`src/rtl/uart_pkg.sv`:
```
// Shared UART constants and the transmit FSM state encoding.
package uart_pkg;

  localparam int unsigned UART_OVERSAMPLE = 16;
  localparam int unsigned UART_DATA_W     = 8;

  typedef enum logic [2:0] {
    StIdle   = 3'd0,
    StStart  = 3'd1,
    StData   = 3'd2,
    StParity = 3'd3,
    StStop   = 3'd4
  } uartState_t;

endpackage

```
`src/rtl/rr_arbiter.sv`:
```
// Round-robin arbiter: the search starts at ptr. It returns a one-hot grant
// and the pointer value that follows the winner.
module rr_arbiter #(
  parameter int unsigned N_REQ = 4,
  parameter int unsigned PTR_W = (N_REQ > 1) ? $clog2(N_REQ) : 1
) (
  input  logic [N_REQ-1:0] req,
  input  logic [PTR_W-1:0] ptr,
  input  logic             en,
  output logic [N_REQ-1:0] grant,
  output logic [PTR_W-1:0] nextPtr
);

  int unsigned idx;
  logic        found;

  // Scan requesters in rotated order; the first pending one wins.
  always_comb begin
    grant   = '0;
    nextPtr = ptr;
    found   = 1'b0;
    idx     = 0;
    for (int unsigned k = 0; k < N_REQ; k++) begin
      idx = (32'(ptr) + k) % N_REQ;
      if (en && !found && req[idx]) begin
        grant[idx] = 1'b1;
        nextPtr    = PTR_W'((idx + 1) % N_REQ);
        found      = 1'b1;
      end
    end
  end

endmodule

```
`src/rtl/uart_tx_sched.sv`:
```
// Round-robin UART transmit scheduler. It grants one requester and latches its
// byte, then serialises an 8N1 frame. Defining UART_PARITY_EN adds an even
// parity bit, which makes the frame 8E1. Each bit lasts OVERSAMPLE ticks.
module uart_tx_sched import uart_pkg::*; #(
  parameter int unsigned N_REQ      = 4,
  parameter int unsigned DATA_W     = UART_DATA_W,
  parameter int unsigned OVERSAMPLE = UART_OVERSAMPLE
) (
  input  logic                    clk,
  input  logic                    rst,
  input  logic                    tick,
  input  logic [N_REQ-1:0]        req,
  input  logic [N_REQ*DATA_W-1:0] data,
  output logic [N_REQ-1:0]        gnt,
  output logic                    busy,
  output logic                    done,
  output logic                    txd
);

  localparam int unsigned PtrW = (N_REQ > 1) ? $clog2(N_REQ) : 1;
  localparam int unsigned CntW = $clog2(OVERSAMPLE);
  localparam int unsigned BitW = $clog2(DATA_W);

  uartState_t        stateQ, stateD;
  logic [CntW-1:0]   tickCntQ, tickCntD;
  logic [BitW-1:0]   bitCntQ, bitCntD;
  logic [DATA_W-1:0] shiftQ, shiftD;
  logic [PtrW-1:0]   ptrQ, ptrD;
  logic              txdQ, txdD;
  logic              busyQ, busyD;
  logic              doneQ, doneD;
  logic [N_REQ-1:0]  gntQ, gntD;
`ifdef UART_PARITY_EN
  logic              parQ, parD;
`endif

  logic [N_REQ-1:0]  arbGrant;
  logic [PtrW-1:0]   arbNextPtr;
  logic [DATA_W-1:0] selData;
  logic              bitEnd;
  logic              lastBit;

  rr_arbiter #(
    .N_REQ (N_REQ),
    .PTR_W (PtrW)
  ) uArb (
    .req     (req),
    .ptr     (ptrQ),
    .en      (stateQ == StIdle),
    .grant   (arbGrant),
    .nextPtr (arbNextPtr)
  );

  assign bitEnd  = tick && (tickCntQ == CntW'(OVERSAMPLE - 1));
  assign lastBit = (bitCntQ == BitW'(DATA_W - 1));

  // Select the winning requester's byte for capture.
  always_comb begin
    selData = '0;
    for (int unsigned i = 0; i < N_REQ; i++) begin
      if (arbGrant[i]) selData = data[i*DATA_W +: DATA_W];
    end
  end

  // State and datapath registers with synchronous active-low reset.
  always_ff @(posedge clk) begin
    if (!rst) begin
      stateQ   <= StIdle;
      tickCntQ <= '0;
      bitCntQ  <= '0;
      shiftQ   <= '0;
      ptrQ     <= '0;
      txdQ     <= 1'b1;
      busyQ    <= 1'b0;
      doneQ    <= 1'b0;
      gntQ     <= '0;
`ifdef UART_PARITY_EN
      parQ     <= 1'b0;
`endif
    end else begin
      stateQ   <= stateD;
      tickCntQ <= tickCntD;
      bitCntQ  <= bitCntD;
      shiftQ   <= shiftD;
      ptrQ     <= ptrD;
      txdQ     <= txdD;
      busyQ    <= busyD;
      doneQ    <= doneD;
      gntQ     <= gntD;
`ifdef UART_PARITY_EN
      parQ     <= parD;
`endif
    end
  end

  // Next-state logic: advance only at the end of a bit period.
  always_comb begin
    stateD = stateQ;
    case (stateQ)
      StIdle:   if (|req) stateD = StStart;
      StStart:  if (bitEnd) stateD = StData;
`ifdef UART_PARITY_EN
      StData:   if (bitEnd && lastBit) stateD = StParity;
      StParity: if (bitEnd) stateD = StStop;
`else
      StData:   if (bitEnd && lastBit) stateD = StStop;
`endif
      StStop:   if (bitEnd) stateD = StIdle;
      default:  stateD = StIdle;
    endcase
  end

  // Output and datapath next values: grant capture, tick counting, bit shifting.
  always_comb begin
    tickCntD = tickCntQ;
    bitCntD  = bitCntQ;
    shiftD   = shiftQ;
    ptrD     = ptrQ;
    txdD     = txdQ;
    busyD    = busyQ;
    doneD    = 1'b0;
    gntD     = '0;
`ifdef UART_PARITY_EN
    parD     = parQ;
`endif
    // A tick on the grant edge falls in IDLE, so it is not counted.
    if (stateQ != StIdle && tick) begin
      tickCntD = bitEnd ? '0 : tickCntQ + 1'b1;
    end
    case (stateQ)
      StIdle: begin
        txdD = 1'b1;
        if (|req) begin
          gntD     = arbGrant;
          ptrD     = arbNextPtr;
          shiftD   = selData;
          txdD     = 1'b0;
          busyD    = 1'b1;
          tickCntD = '0;
          bitCntD  = '0;
`ifdef UART_PARITY_EN
          parD     = ^selData;
`endif
        end
      end
      StStart: begin
        if (bitEnd) txdD = shiftQ[0];
      end
      StData: begin
        if (bitEnd) begin
          if (lastBit) begin
`ifdef UART_PARITY_EN
            txdD = parQ;
`else
            txdD = 1'b1;
`endif
          end else begin
            shiftD  = shiftQ >> 1;
            txdD    = shiftQ[1];
            bitCntD = bitCntQ + 1'b1;
          end
        end
      end
`ifdef UART_PARITY_EN
      StParity: begin
        if (bitEnd) txdD = 1'b1;
      end
`endif
      StStop: begin
        if (bitEnd) begin
          doneD = 1'b1;
          busyD = 1'b0;
          txdD  = 1'b1;
        end
      end
      default: begin
        txdD  = 1'b1;
        busyD = 1'b0;
      end
    endcase
  end

  assign gnt  = gntQ;
  assign busy = busyQ;
  assign done = doneQ;
  assign txd  = txdQ;

endmodule

```
`config.mk`:
```
export PLATFORM = sky130hd
export DESIGN_NAME = uart_tx_sched
export DESIGN_NICKNAME = d
export VERILOG_FILES = /design/src/rtl/uart_pkg.sv /design/src/rtl/rr_arbiter.sv /design/src/rtl/uart_tx_sched.sv
export SDC_FILE = /design/constraint.sdc
export NUM_CORES = 1
export LEC_CHECK = 0
export ABC_AREA = 1
export ABC_CLOCK_PERIOD_IN_PS = 3100
export BUFFER_PORTS_ARGS = -buffer_cell sky130_fd_sc_hd__buf_2
export CAP_MARGIN = 30
export CORE_ASPECT_RATIO = 1.1
export CORE_MARGIN = 2
export CORE_UTILIZATION = 54
export DETAILED_ROUTE_END_ITERATION = 12
export PLACE_DENSITY = 0.86
export SYNTH_ARGS = -nofsm -noshare
export SYNTH_HDL_FRONTEND = slang
export SYNTH_SLANG_ARGS = --single-unit
```
`constraint.sdc`:
```
create_clock -name clk -period 3.1 [get_ports clk]
set_clock_uncertainty 0.15 [all_clocks]
set_input_delay 0.31 -clock clk [delete_from_list [all_inputs] [get_ports clk]]
set_output_delay 0.31 -clock clk [all_outputs]
set_load 0.02 [all_outputs]
```
==> results by group <==
Outcome
  – Status: finished clean

Global route
  – GRT overflow: 0
  – Vias in the first global route: 1643
  – Largest net degree at the start of global routing: 18
  – Initial antenna violation count: 0
  – First-pass GRT wire length: 7.072 mm
  – Total Routing Usage GR: 22.56%

Layout
  – Most frequent cells in the layout: 86 x nand2_1, 45 x buf_2, 40 x a21oi_1, 29 x inv_1, 27 x dfxtp_1
  – Layout cells sized above 1: 22.29%
  – Most common cell after layout, fill and taps aside: nand2_1
  – Antenna diodes: 0
  – Area growth from synthesis to layout: 14.82%
  – # fillers: 327
  – Final instance area: 2191 µm²
  – Nets: 381

STA
  – FMAX: 379.5 MHz
  – Max-slew violation count: 0
  – Period utilisation layout: 84.99%
  – Min Tclk post-route: 2635 ps
  – Setup tns final: 0 ps
  – Slew at the pin with the worst max-slew slack: 492.4 ps
  – RSZ-0062 raised after global routing: no
  – Slew HR: 66.97%
  – Final hold vios: 0
  – Final setup viols: 0

Power
  – Leakage: 1.139 nW
  – Total chip power: 2.309 mW
  – Power per standard cell area: 1054 nW/µm²
  – Maximum VDD drop: 0.0006448 V

Worst setup path
  – R2R setup slack: 470 ps
  – Crit Reg-Reg Startpoint: ptrQ[0]
  – Most frequent CP cell: nand2_1
  – Arr. time, crit path: 2750 ps
  – Critical-path maximum fanout: 17
  – Worst r2r path cells: 15
  – CP max stage delay: 520 ps
  – CP Launch Type: flip-flop
  – Crit Reg-Reg Endpoint: shiftQ[6]
  – Crit path max-delay cell type: dfxtp_1
  – CP Capture Type: flip-flop
  – Req. time, crit path: 3220 ps
  – Crit Path Class: reg2reg
  – Cell Chain, Critical Path: inv_2 -> ha_1 -> inv_1 -> nand3_1 -> nand2_2 -> nand3_4 -> nor2_4 -> nand2_1 -> nand3_4 -> a21oi_1 -> nand2_1 -> nand2_1 -> nand2_1 -> nand2_1 -> a21oi_1

Clock network
  – CTS resizes: 0
  – Post-CTS setup buffers: 0
  – CTS Buffer Depth: 2
  – Num CTS Buffers: 3
  – H-tree levels: 1
  – Clock transition at path regs: 160 ps
  – Later-pin clock latency in the skew report: 340 ps
  – CTS tree: done
  – Root buffer cell: clkbuf_4
  – Hold_buf cts: 0
  – Clk sink count: 27

Die
  – Initial Util: 56.82%
  – Core area: 3358 µm²
  – I/O pin count: 46
  – Chip Width: 60.68 µm
  – # rows: 22
  – Die height: 66.35 µm
  – DIE AREA: 4025 µm²

Detailed routing
  – Post-DR wirelength/cell: 11.75 µm
  – Via-per-instance ratio: 5.247
  – Post-route ant nets: 0
  – DRT Pass-1 Iters: 4
  – Residual DRC: 0
  – Initial drt markers: 102
  – Vias post-DR: 1994
  – Routed wire length: 4.466 mm

Run
  – Number of max-cap violations: 0

Placed design
  – Port Buffers: 45
  – Final HPWL DP: 3.493 mm
  – GP Congestion: 0.9315
  – Placed instance area: 2161 µm²

Synthesis
  – Yosys warnings: 0
  – Top cells by area, synth: dfxtp_1 28%, nand2_1 17%, a21oi_1 10%
  – Post-synth top area cell: dfxtp_1
  – Seq/Total Area, Yosys: 28.33%
  – Yosys reg bits: 27
  – Cell Area, Synth: 1908 µm²
  – Post-Syn Instances: 288
  – Synth Net Count: 336
  – Mean Syn Cell Area: 6.625 µm²
  – Netlist cell types: 32
  – Synth top area share: 28.33%

Min path
  – Hold path depth: 3
  – Hold Path Sink: done
  – Hold WC Path Type: in2reg
  – Hold_sp: rst
-- per-stage QoR --
| stage | cells | setup slack [ps] | hold WS [ps] | utilization (%) |
|---|---|---|---|---|
| after floorplan | 288 | 761.2 | 280.8 | - |
| after global placement | 376 | 572.2 | 303.8 | 64.34 |
| after detailed placement | 376 | 511.7 | 299.3 | 64.34 |
| after CTS | 380 | 480.4 | 79.18 | 65.24 |
| after global routing | 380 | 216.4 | 89.36 | 65.24 |
| final | 380 | 465.3 | 87.14 | 65.24 |
-- cells by family (layout without fill, tap and decap cells) --
family | Yosys count | count (layout) | synth area share (%)
AO/OA/AOI/OAI | 59 | 59 | 17.25
adder cells (fa/ha/maj) | 9 | 9 | 5.902
buffers and inverters | 42 | 86 | 9.180
flip-flops | 27 | 27 | 28.33
AND/OR/NAND/NOR | 151 | 151 | 39.34
-- critical path: cells and delay by family (launching register included) --
family                     cells  cell delay [ps]
and+or+nand+nor               10             1080
DFF                            1              520
adders and majority gates      1              370
buffers and inverters          2              240
AOI/OAI and AO/OA              2              190
-- where the power goes --
part / total (mW) / switching [mW] / internal, mW
logic: 1.60 / 1.04 / 0.553
registers: 0.551 / 0.0907 / 0.461
clock network: 0.162 / 0.112 / 0.0495
total: 2.31 / 1.25 / 1.06
-- worst max-delay path by stage --
stage | start | slack [ps] | end
after floorplan | ptrQ[0] | 760 | shiftQ[0]
after global placement | ptrQ[0] | 570 | shiftQ[1]
after detailed placement | ptrQ[0] | 510 | shiftQ[2]
after CTS | ptrQ[0] | 480 | shiftQ[2]
after global routing | ptrQ[0] | 220 | shiftQ[2]
final | ptrQ[0] | 470 | shiftQ[6]
-- sequential cells by signal, indices dropped and copies added, names as in the netlist --
signal	count
bitCntQ	3
busy	1
done	1
gnt	4
ptrQ	2
shiftQ	8
stateQ	3
tickCntQ	4
txd	1
-- synthesized netlist by cell type --
cell and number:
nand3_1 15, a21oi_1 40, nor4_1 2, nand2_1 86, nor2_1 22, o211a_1 3, nand4_4 1, nand2_4 1
a221oi_1 1, ha_1 9, nand4_1 4, nand3_4 4, nand3_2 3, buf_2 2, inv_2 6, a21oi_2 1
inv_1 29, nor2_4 2, nand2_2 3, o2111ai_1 2, o21ai_0 10, nor3_4 1, nor3b_1 1, clkinv_1 1
nor3_1 3, buf_6 2, nand3b_1 1, dfxtp_1 27, o21ai_1 1, clkbuf_1 2, nor2_2 2, a41oi_1 1
-- final cells by class --
class,count,area (µm²),share of cell area [%]
Clock inverter,1,7.507,0.3427
Multi-Input combinational cell,219,1192,54.43
Tap cell,48,60.06,2.741
Clock buffer,3,22.52,1.028
Inverter,36,135.1,6.168
Sequential cell,27,540.5,24.67
Timing Repair Buffer,46,232.7,10.62
-- layer usage --
metal,global-route usage (%),vias up,share of wire [%]
met1,31.48,904,45
met3,2.935,8,3.3
met4,7.609,0,1.5
met5,0,-,0
met2,35.22,46,50
li1,-,1036,-
Note: power is estimated with default switching activity, not from simulation.
